### config.mk
export PLATFORM = sky130hd
export DESIGN_NAME = if_stage
export DESIGN_NICKNAME = d
export VERILOG_FILES = /design/src/rtl/if_stage.sv
export SDC_FILE = /design/constraint.sdc
export NUM_CORES = 1
export LEC_CHECK = 0
export CAP_MARGIN = 20
export CORE_MARGIN = 8
export CORE_UTILIZATION = 45
export CTS_BUF_LIST = sky130_fd_sc_hd__clkbuf_4 sky130_fd_sc_hd__clkbuf_8
export DETAILED_ROUTE_END_ITERATION = 16
export HOLD_SLACK_MARGIN = 0.15
export PLACE_DENSITY = 0.95
export SLEW_MARGIN = 20
export SYNTH_ARGS = -nofsm -noshare
export SYNTH_HDL_FRONTEND = slang
export SYNTH_SLANG_ARGS = --single-unit
export TNS_END_PERCENT = 30
### constraint.sdc
create_clock -name clk -period 4.6 [get_ports clk]
set_input_delay 0.92 -clock clk [delete_from_list [all_inputs] [get_ports clk]]
set_output_delay 0.92 -clock clk [all_outputs]
set_load 0.01 [all_outputs]
### src/rtl/if_stage.sv
// Instruction-fetch stage: PC register with supervisor-bit protection and
// the IF/ID pipeline register, with stall, flush and bubble insertion.
// Optional feature macro: IF_ALIGN_CHECK_EN. When it is defined, a misaligned
// next-PC redirects fetch to 0x80000008, pulses AlignErr for one cycle and
// inserts a bubble. When it is undefined, the low two bits of the next-PC
// are cleared and AlignErr is tied low.
module if_stage (
  input  logic        clk,
  input  logic        reset,
  input  logic [31:0] PCnext,
  input  logic [31:0] Instruction,
  input  logic        Stall,
  input  logic        Flush,
  output logic [31:0] PC,
  output logic [31:0] PCplus4,
  output logic [31:0] IF_ID_Instr,
  output logic [31:0] IF_ID_PCplus4,
  output logic        IF_ID_Valid,
  output logic        AlignErr
);

  localparam logic [31:0] RESET_PC      = 32'h8000_0000;
  localparam logic [31:0] TRAP_ENTRY_A  = 32'h8000_0004;
  localparam logic [31:0] TRAP_ENTRY_B  = 32'h8000_0008;
  localparam logic [31:0] ALIGN_TRAP_PC = 32'h8000_0008;

  logic [31:0] r_pc;
  logic [31:0] r_ifid_instr;
  logic [31:0] r_ifid_pcplus4;
  logic        r_ifid_valid;

  logic [31:0] w_pcplus4;
  logic [31:0] w_prot_pc;
  logic [31:0] w_pc_load;
  logic        w_align_bad;

  // The increment wraps inside the low 31 bits; the supervisor bit is never
  // changed by sequential fetch.
  assign w_pcplus4 = {r_pc[31], r_pc[30:0] + 31'd4};

  // User-mode code may not raise the supervisor bit, except by jumping to
  // one of the two trap entry points.
  always_comb begin
    w_prot_pc = PCnext;
    if (!r_pc[31] && (PCnext != TRAP_ENTRY_A) && (PCnext != TRAP_ENTRY_B)) begin
      w_prot_pc = {1'b0, PCnext[30:0]};
    end
  end

`ifdef IF_ALIGN_CHECK_EN
  logic r_align_err;

  // A misaligned target is replaced by the alignment trap vector. An error
  // is only taken on an edge where the PC really advances.
  always_comb begin
    w_align_bad = 1'b0;
    w_pc_load   = w_prot_pc;
    if (w_prot_pc[1:0] != 2'b00) begin
      w_align_bad = !Stall;
      w_pc_load   = ALIGN_TRAP_PC;
    end
  end

  // One-cycle error pulse for the edge that took the alignment trap.
  always_ff @(posedge clk) begin
    if (reset) begin
      r_align_err <= 1'b0;
    end else begin
      r_align_err <= w_align_bad;
    end
  end

  assign AlignErr = r_align_err;
`else
  // Without the check, the target is silently word-aligned.
  always_comb begin
    w_align_bad = 1'b0;
    w_pc_load   = w_prot_pc & 32'hFFFF_FFFC;
  end

  assign AlignErr = 1'b0;
`endif

  // PC register: advances unless stalled.
  // NOTE: clocked state uses non-blocking assignments so every register
  // samples the pre-edge values of the others, matching real flip-flops.
  always_ff @(posedge clk) begin
    if (reset) begin
      r_pc <= RESET_PC;
    end else if (!Stall) begin
      r_pc <= w_pc_load;
    end
  end

  // IF/ID register: a bubble (flush or alignment trap) wins over a stall.
  always_ff @(posedge clk) begin
    if (reset) begin
      r_ifid_instr   <= 32'h0;
      r_ifid_pcplus4 <= 32'h0;
      r_ifid_valid   <= 1'b0;
    end else if (Flush || w_align_bad) begin
      r_ifid_instr   <= 32'h0;
      r_ifid_pcplus4 <= 32'h0;
      r_ifid_valid   <= 1'b0;
    end else if (!Stall) begin
      r_ifid_instr   <= Instruction;
      r_ifid_pcplus4 <= w_pcplus4;
      r_ifid_valid   <= 1'b1;
    end
  end

  assign PC            = r_pc;
  assign PCplus4       = w_pcplus4;
  assign IF_ID_Instr   = r_ifid_instr;
  assign IF_ID_PCplus4 = r_ifid_pcplus4;
  assign IF_ID_Valid   = r_ifid_valid;

endmodule

==> impl_results.md, run 1 <==
* Outcome: finished clean
* Routed WL per cell at 18.0 um
* RD Place Congestion at 0.802
* Clk buf depth at 2
* CTS resizes at 0
* Startpoint Class: register
* Post-synth top flop: dfxtp_1
* Clock Latency Late Sink at 0.34 ns
* Die width at 112 um
* Core Util, Final at 69.1%
* RSZ-0062 raised after global routing: no
* TritonCTS clock tree: yes
* Fraction of layout cells with a size suffix above 1 at 7.37%
* Met1 usage at 21.6%
* Fin Clk Skew at 0.0119 ns
* Final hold vios at 0
* 1st-iter DRT viols at 249
* Number of port buffers at 190
* Final worst path period need at 4.00 ns
* Nets at 688
* Period utilization at 87.0%
* P per Cell Area at 290 mW/mm^2
* Number of synthesized flops with an enable pin at 0
* Die H at 112 um
* Max_cap viols at 0
* Clock network fraction of design power at 34.1%
* Worst Max-Slew Pin Slew at 1.01 ns
* Min-delay worst type: register to register
* Total power at 1820 uW
* Clock slew at reported path FFs at 0.08 ns
* F_max at 250 MHz
* Synthesized instance count at 445
* Gr ovfl total at 0
* CTS Root Cell: clkbuf_8
* Fin Setup TNS at 0 ns
* # hold bufs at CTS at 0
* Async SR Flop Fraction at 0%
* Top-count cell post-synth: dfxtp_1
* Final wirelength at 13,200 um
* Setup violations, final at 0
* Combinational share of power at 17.7%
* HPWL Detailed at 10,300 um
* Reg power frac at 48.2%
* Top Ports at 198
* Max-slew headroom at 32.9%
* Global-route wire length before repair at 21,000 um
* Router iterations before antenna repair at 4
* Largest net degree at the start of global routing at 55
* Global Route Usage Sum at 20.7%
* Post CTS Setup Buffer Count at 0
* Post-synth top area cell: dfxtp_1
* Routed Antenna Nets at 0
* Int Power at 1360 uW
* Seq/Total Area, Yosys at 45.3%
* Area contributors post-synth: dfxtp_1 45%, mux2i_1 15%, nor2_1 6.4%
* Die Area at 0.0124 sq mm
* Yosys warnings at 0
* Fin cells at 735
* Rows at 35
* Vias in the first global route at 4,012
* Switching share of power at 24.9%
* Core area at 0.00906 sq mm
* Via count at 3,891
* Area of the mapped netlist at 0.00411 sq mm
* Met3 usage at 9.47%
* WP data arrival at 3.08 ns
* GR peak layer: met2
* CP required at 3.68 ns
* Crit Path Class: register to output pin
* Maximum fanout along the worst path at 10
* DP Area at 0.00603 sq mm
* DR DRC count at 0
* H-tree levels at 3
* Initial Util at 45.3%
* Yosys reg bits at 93
* Most common library cells after synthesis: 93 x dfxtp_1, 70 x nor2_1, 63 x mux2i_1
* GRT met2 Usage at 36.0%
* Final instance area at 0.00626 sq mm
* Peak supply drop at 0.256 mV
* Synth top area share at 45.3%
* Leak pwr at 0.00253 uW
* Diode count at 0
* Area delta synth->final at 52.5%
* Initial antenna violation count at 0
* Total CTS buffers at 9
* Final Slew Violations at 0
* Clock net sink count at 93
* Vias per inst at 5.29
* Cells after DPL at 719
* Critical path capture point type: output pin
* Psw at 452 uW
* Synthesized area per cell at 9.23 sq um
* Cell variety after synth at 42
* FILL cells at 698
routing by layer:
layer  up-vias  wire length [um]
met5         -                 0
met4         0               192
met3        21              1420
met2       162              6620
met1      1814              4980
li1       1894                 -
worst paths after layout:
path         depth (start not counted)   startpoint                 to  slack (ns)
min                                  1  IF_ID_Valid        IF_ID_Valid        0.47
max                                  6        PC[2]        PCplus4[28]        0.60
max reg2reg                          5        PC[2]  IF_ID_PCplus4[30]        2.29
min reg2reg                          1  IF_ID_Valid        IF_ID_Valid        0.47
sequential cells by signal, indices dropped and copies added, names as in the netlist:
name / cells
IF_ID_Instr: 32
IF_ID_PCplus4: 30
PC: 30
IF_ID_Valid: 1
critical path, cell delays in order (launching register included):
cell and delay (ns):
dfxtp_1 0.46, ha_1 0.28, nand3_2 0.17, nor4_2 0.87, nand4_1 0.24, nand2_1 0.15, clkdlybuf4s50_1 0.57
cell families after synthesis:
group                    count (synthesis)  share of synthesized area [%]
AO/OA/AOI/OAI                           58                           9.84
XOR/XNOR                                17                           3.63
AND/OR/NAND/NOR                        163                           20.1
other                                    1                         0.0913
adder cells (fa/ha/maj)                  1                          0.305
flip-flops                              93                           45.3
buffers and inverters                   49                           5.33
multiplexers                            63                           15.4
stage by stage:
step,hold WS (ns),worst slack [ns]
floorplan,0.486,1.79
global placement,0.436,1.16
detailed placement,0.459,1.01
CTS,0.477,0.616
global route,0.483,0.383
finish,0.469,0.597
power by group through the flow:
stage               logic [uW]  registers, uW  clock network (uW)
finish                     322            876                 619
global route               345            882                 666
CTS                        325            875                 634
detailed placement         323            894                   0
global placement           317            891                   0
floorplan                  129            901                   0
layout by cell type, fill, tap and decap left out, types with 11 or more instances in the layout:
cell type        instances
inv_1                   12
nand4_1                 11
mux2i_1                 63
nor2_1                  69
dfxtp_1                 93
xnor2_1                 12
nand2_1                 23
o21ai_0                 19
clkdlybuf4s50_1        189
final cells by class:
cell class	count	area, sq um	area share (%)
flip-flops and latches	93	1860	29.7
clock inverters	3	68.8	1.10
inverters	12	45.0	0.719
well taps	111	139	2.22
clock buffers	13	160	2.56
repair buffers	194	1930	30.8
multi-input cells	309	2060	32.9
Note: power is estimated with default switching activity, not from simulation.
==> run 2: changes to the inputs <==
- ABC_CLOCK_PERIOD_IN_PS: unset -> 4600
==> results of run 2 <==
The final DEF is identical to that of run 1; final timing and power are the same.
==> run 3: changes to the inputs <==
- CORE_MARGIN: 8 -> unset
- CTS_CLUSTER_DIAMETER: unset -> 150
==> run 3 against run 2 <==
Against the previous run: sequential power is essentially flat; die area shrank 24%; hold slack improved by 0.0010 ns; power increased by 0.14%; via count rose by 0.31%; clock power increased by 0.6%; clock skew is 0.0017 ns lower; final cell count fell by 0.14%; critical path depth unchanged; largest cell class unchanged; largest power group unchanged; highest routed layer unchanged.
==> impl_results.md, run 3 (synthesis gave the netlist of run 1 again) <==
* Clock net sink count at 93 (unchanged)
* Worst setup margin at 0.757 ns (+0.161 ns)
* Multi-input logic area at 0.00205 sq mm (-0.12%)
* R2R cell count at 5 (unchanged)
* # hold bufs at CTS at 0 (unchanged)
* Clock Latency Late Sink at 0.35 ns (about the same)
* FILL cells at 662 (-5.2%)
* Reg power frac at 48.2% (about the same)
* Outcome: finished clean
* Diode count at 0 (unchanged)
* Combinational share of power at 17.6% (about the same)
* Final worst path period need at 3.84 ns (-0.161 ns)
* Switching share of power at 25.6% (+0.70 points)
* Global Route Usage Sum at 25.4% (+4.7 points)
* Fin Clk Skew at 0.0102 ns (-0.00174 ns)
* Commonest non-fill, non-tap cell in the layout: clkdlybuf4s50_1
* Slowest CP cell: or4_4
* RSZ-0062 raised after global routing: no
* Crit-path max cell delay at 0.61 ns (-0.26 ns)
* Max reg flops at 32 (unchanged)
* Startpoint Class: register
* Clock slew at reported path FFs at 0.10 ns (+0.02 ns)
* Critical path, cell by cell: ha_1, nand3_2, or4_4, or3_1, nand2_1, clkdlybuf4s50_1
* Most frequent cells in the layout: 189 x clkdlybuf4s50_1, 93 x dfxtp_1, 70 x nor2_1, 63 x mux2i_1, 23 x nand2_1
* Max-slew headroom at 37.0% (+4.1 points)
* Register-to-register setup slack at 2.34 ns (+0.05 ns)
* Clock network fraction of design power at 34.2% (about the same)
* Area delta synth->final at 52.7%
* Max_cap viols at 0 (unchanged)
* FF+latch area at 0.00186 sq mm (unchanged)
* Min-delay worst type: register to register
* Final Slew Violations at 0 (unchanged)
* Vias per inst at 5.32 (+0.45%)
* Worst Max-Slew Pin Slew at 0.946 ns (-0.0600 ns)
* Number of port buffers at 190 (unchanged)
* Routed WL per cell at 16.6 um (-7.4%)
* Global-route wire length before repair at 19,300 um (-8.0%)
* DR DRC count at 0 (unchanged)
* Leak pwr at 0.00254 uW (+0.39%)
* Period utilization at 83.5% (-3.5 points)
* Final wirelength at 12,200 um (-7.6%)
* Core area at 0.00876 sq mm (-3.3%)
* Hold_sp: IF_ID_Valid
* 1st-iter DRT viols at 92 (-63%)
* Critical path capture point type: output pin
* Top Ports at 198 (unchanged)
* Maximum fanout along the worst path at 8 (-2)
* Int Power at 1350 uW (-0.79%)
* Initial Util at 46.9% (+1.6 points)
* P per Cell Area at 290 mW/mm^2 (about the same)
* Setup violations, final at 0 (unchanged)
* Peak supply drop at 0.212 mV (-17%)
* Reg-to-reg startpoint: PC[2]
* Routed Antenna Nets at 0 (unchanged)
* Rows at 34 (-2.9%)
* Dpl ws at 1.17 ns (+0.169 ns)
* F_max at 260 MHz (+4.2%)
* Die H at 97.5 um (-13%)
* CP bufs+invs at 1 (unchanged)
* RD Place Congestion at 0.790 (-1.5%)
* Final hold vios at 0 (unchanged)
* Router iterations before antenna repair at 6 (+2)
* Die Area at 0.00951 sq mm (-24%)
* Fin Setup TNS at 0 ns (unchanged)
* TritonCTS clock tree: yes
* H-tree levels at 3 (unchanged)
* Post CTS Setup Buffer Count at 0 (unchanged)
* HPWL Detailed at 9170 um (-11%)
* Die width at 97.5 um (-13%)
* Via count at 3,903 (+0.31%)
* CTS Root Cell: clkbuf_8
* Psw at 465 uW (+2.9%)
* Fraction of layout cells with a size suffix above 1 at 7.51% (+0.14 points)
* Hold Crit Depth at 1 (unchanged)
* Gr ovfl total at 0 (unchanged)
* Hold path endpoint: IF_ID_Valid
* CP required at 3.68 ns (about the same)
* Reg2reg end: IF_ID_PCplus4[22]
* Total CTS buffers at 9 (unchanged)
* Crit Path Class: register to output pin
* CTS resizes at 0 (unchanged)
* Clk buf depth at 2 (unchanged)
* Largest delay share family, worst path: simple AND/OR/NAND/NOR gates
* Nets at 690 (+0.29%)
* WP data arrival at 2.92 ns (-0.16 ns)
* Vias in the first global route at 3,948 (-1.6%)
* Largest net degree at the start of global routing at 65 (+18%)
* Initial antenna violation count at 0 (unchanged)
==> run 3: cell types whose count changed in the layout (fill, tap and decap cells not counted) <==
cell and delta:
inv_6 +1, nor2_2 -1, buf_4 +2, nor2_1 +1, clkbuf_4 -2, clkinv_2 +1
==> run 3: routing by layer <==
metal / part of all wire (%) / GRT usage, % / wire (um)
met4: 3.7 / 12.2 / 454
met5: 0 / 0 / 0
met1: 39 / 27.2 / 4770
met2: 50 / 45.0 / 6100
met3: 7.3 / 7.84 / 894
==> run 3: cell type report <==
cell class,count,share of cell area (%)
well taps,108,2.16
inverters,12,0.719
clock buffers,11,2.32
flip-flops and latches,93,29.7
repair buffers,196,31.0
clock inverters,5,1.32
multi-input cells,309,32.8
==> run 3: power groups by stage <==
stage                     combinational [uW]  clock (uW)  sequential [uW]
final                                    320         623              877
after detailed placement                 321           0              895
after global routing                     342         666              883
after floorplan                          129           0              901
after global placement                   314           0              891
after CTS                                323         632              877
==> run 3: per-stage QoR <==
step	hold slack (ns)	util (%)	instance area [sq um]	cells	total power [uW]
floorplan	0.486	-	4130	451	1030
global placement	0.435	68.9	6040	718	1200
detailed placement	0.446	68.9	6040	718	1220
CTS	0.469	71.5	6270	734	1830
global route	0.498	71.5	6270	734	1890
finish	0.470	71.5	6270	734	1820
==> run 3: worst max path at each step <==
stage           from          end  slack [ns]  depth (start not counted)
2_1_floorplan  PC[2]  PCplus4[18]        1.79                          5
3_3_place_gp   PC[2]  PCplus4[18]        1.28                          6
3_5_place_dp   PC[2]  PCplus4[22]        1.17                          6
4_1_cts        PC[2]  PCplus4[22]        0.75                          6
5_1_grt        PC[2]  PCplus4[22]        0.64                          6
6_report       PC[2]  PCplus4[22]        0.76                          6
==> run 3: worst reg2reg max path, cell delays in order (launching register included) <==
cell	delay, ns
dfxtp_1	0.49
ha_1	0.30
nand3_2	0.17
or4_4	0.61
or3_1	0.39
a31oi_1	0.21
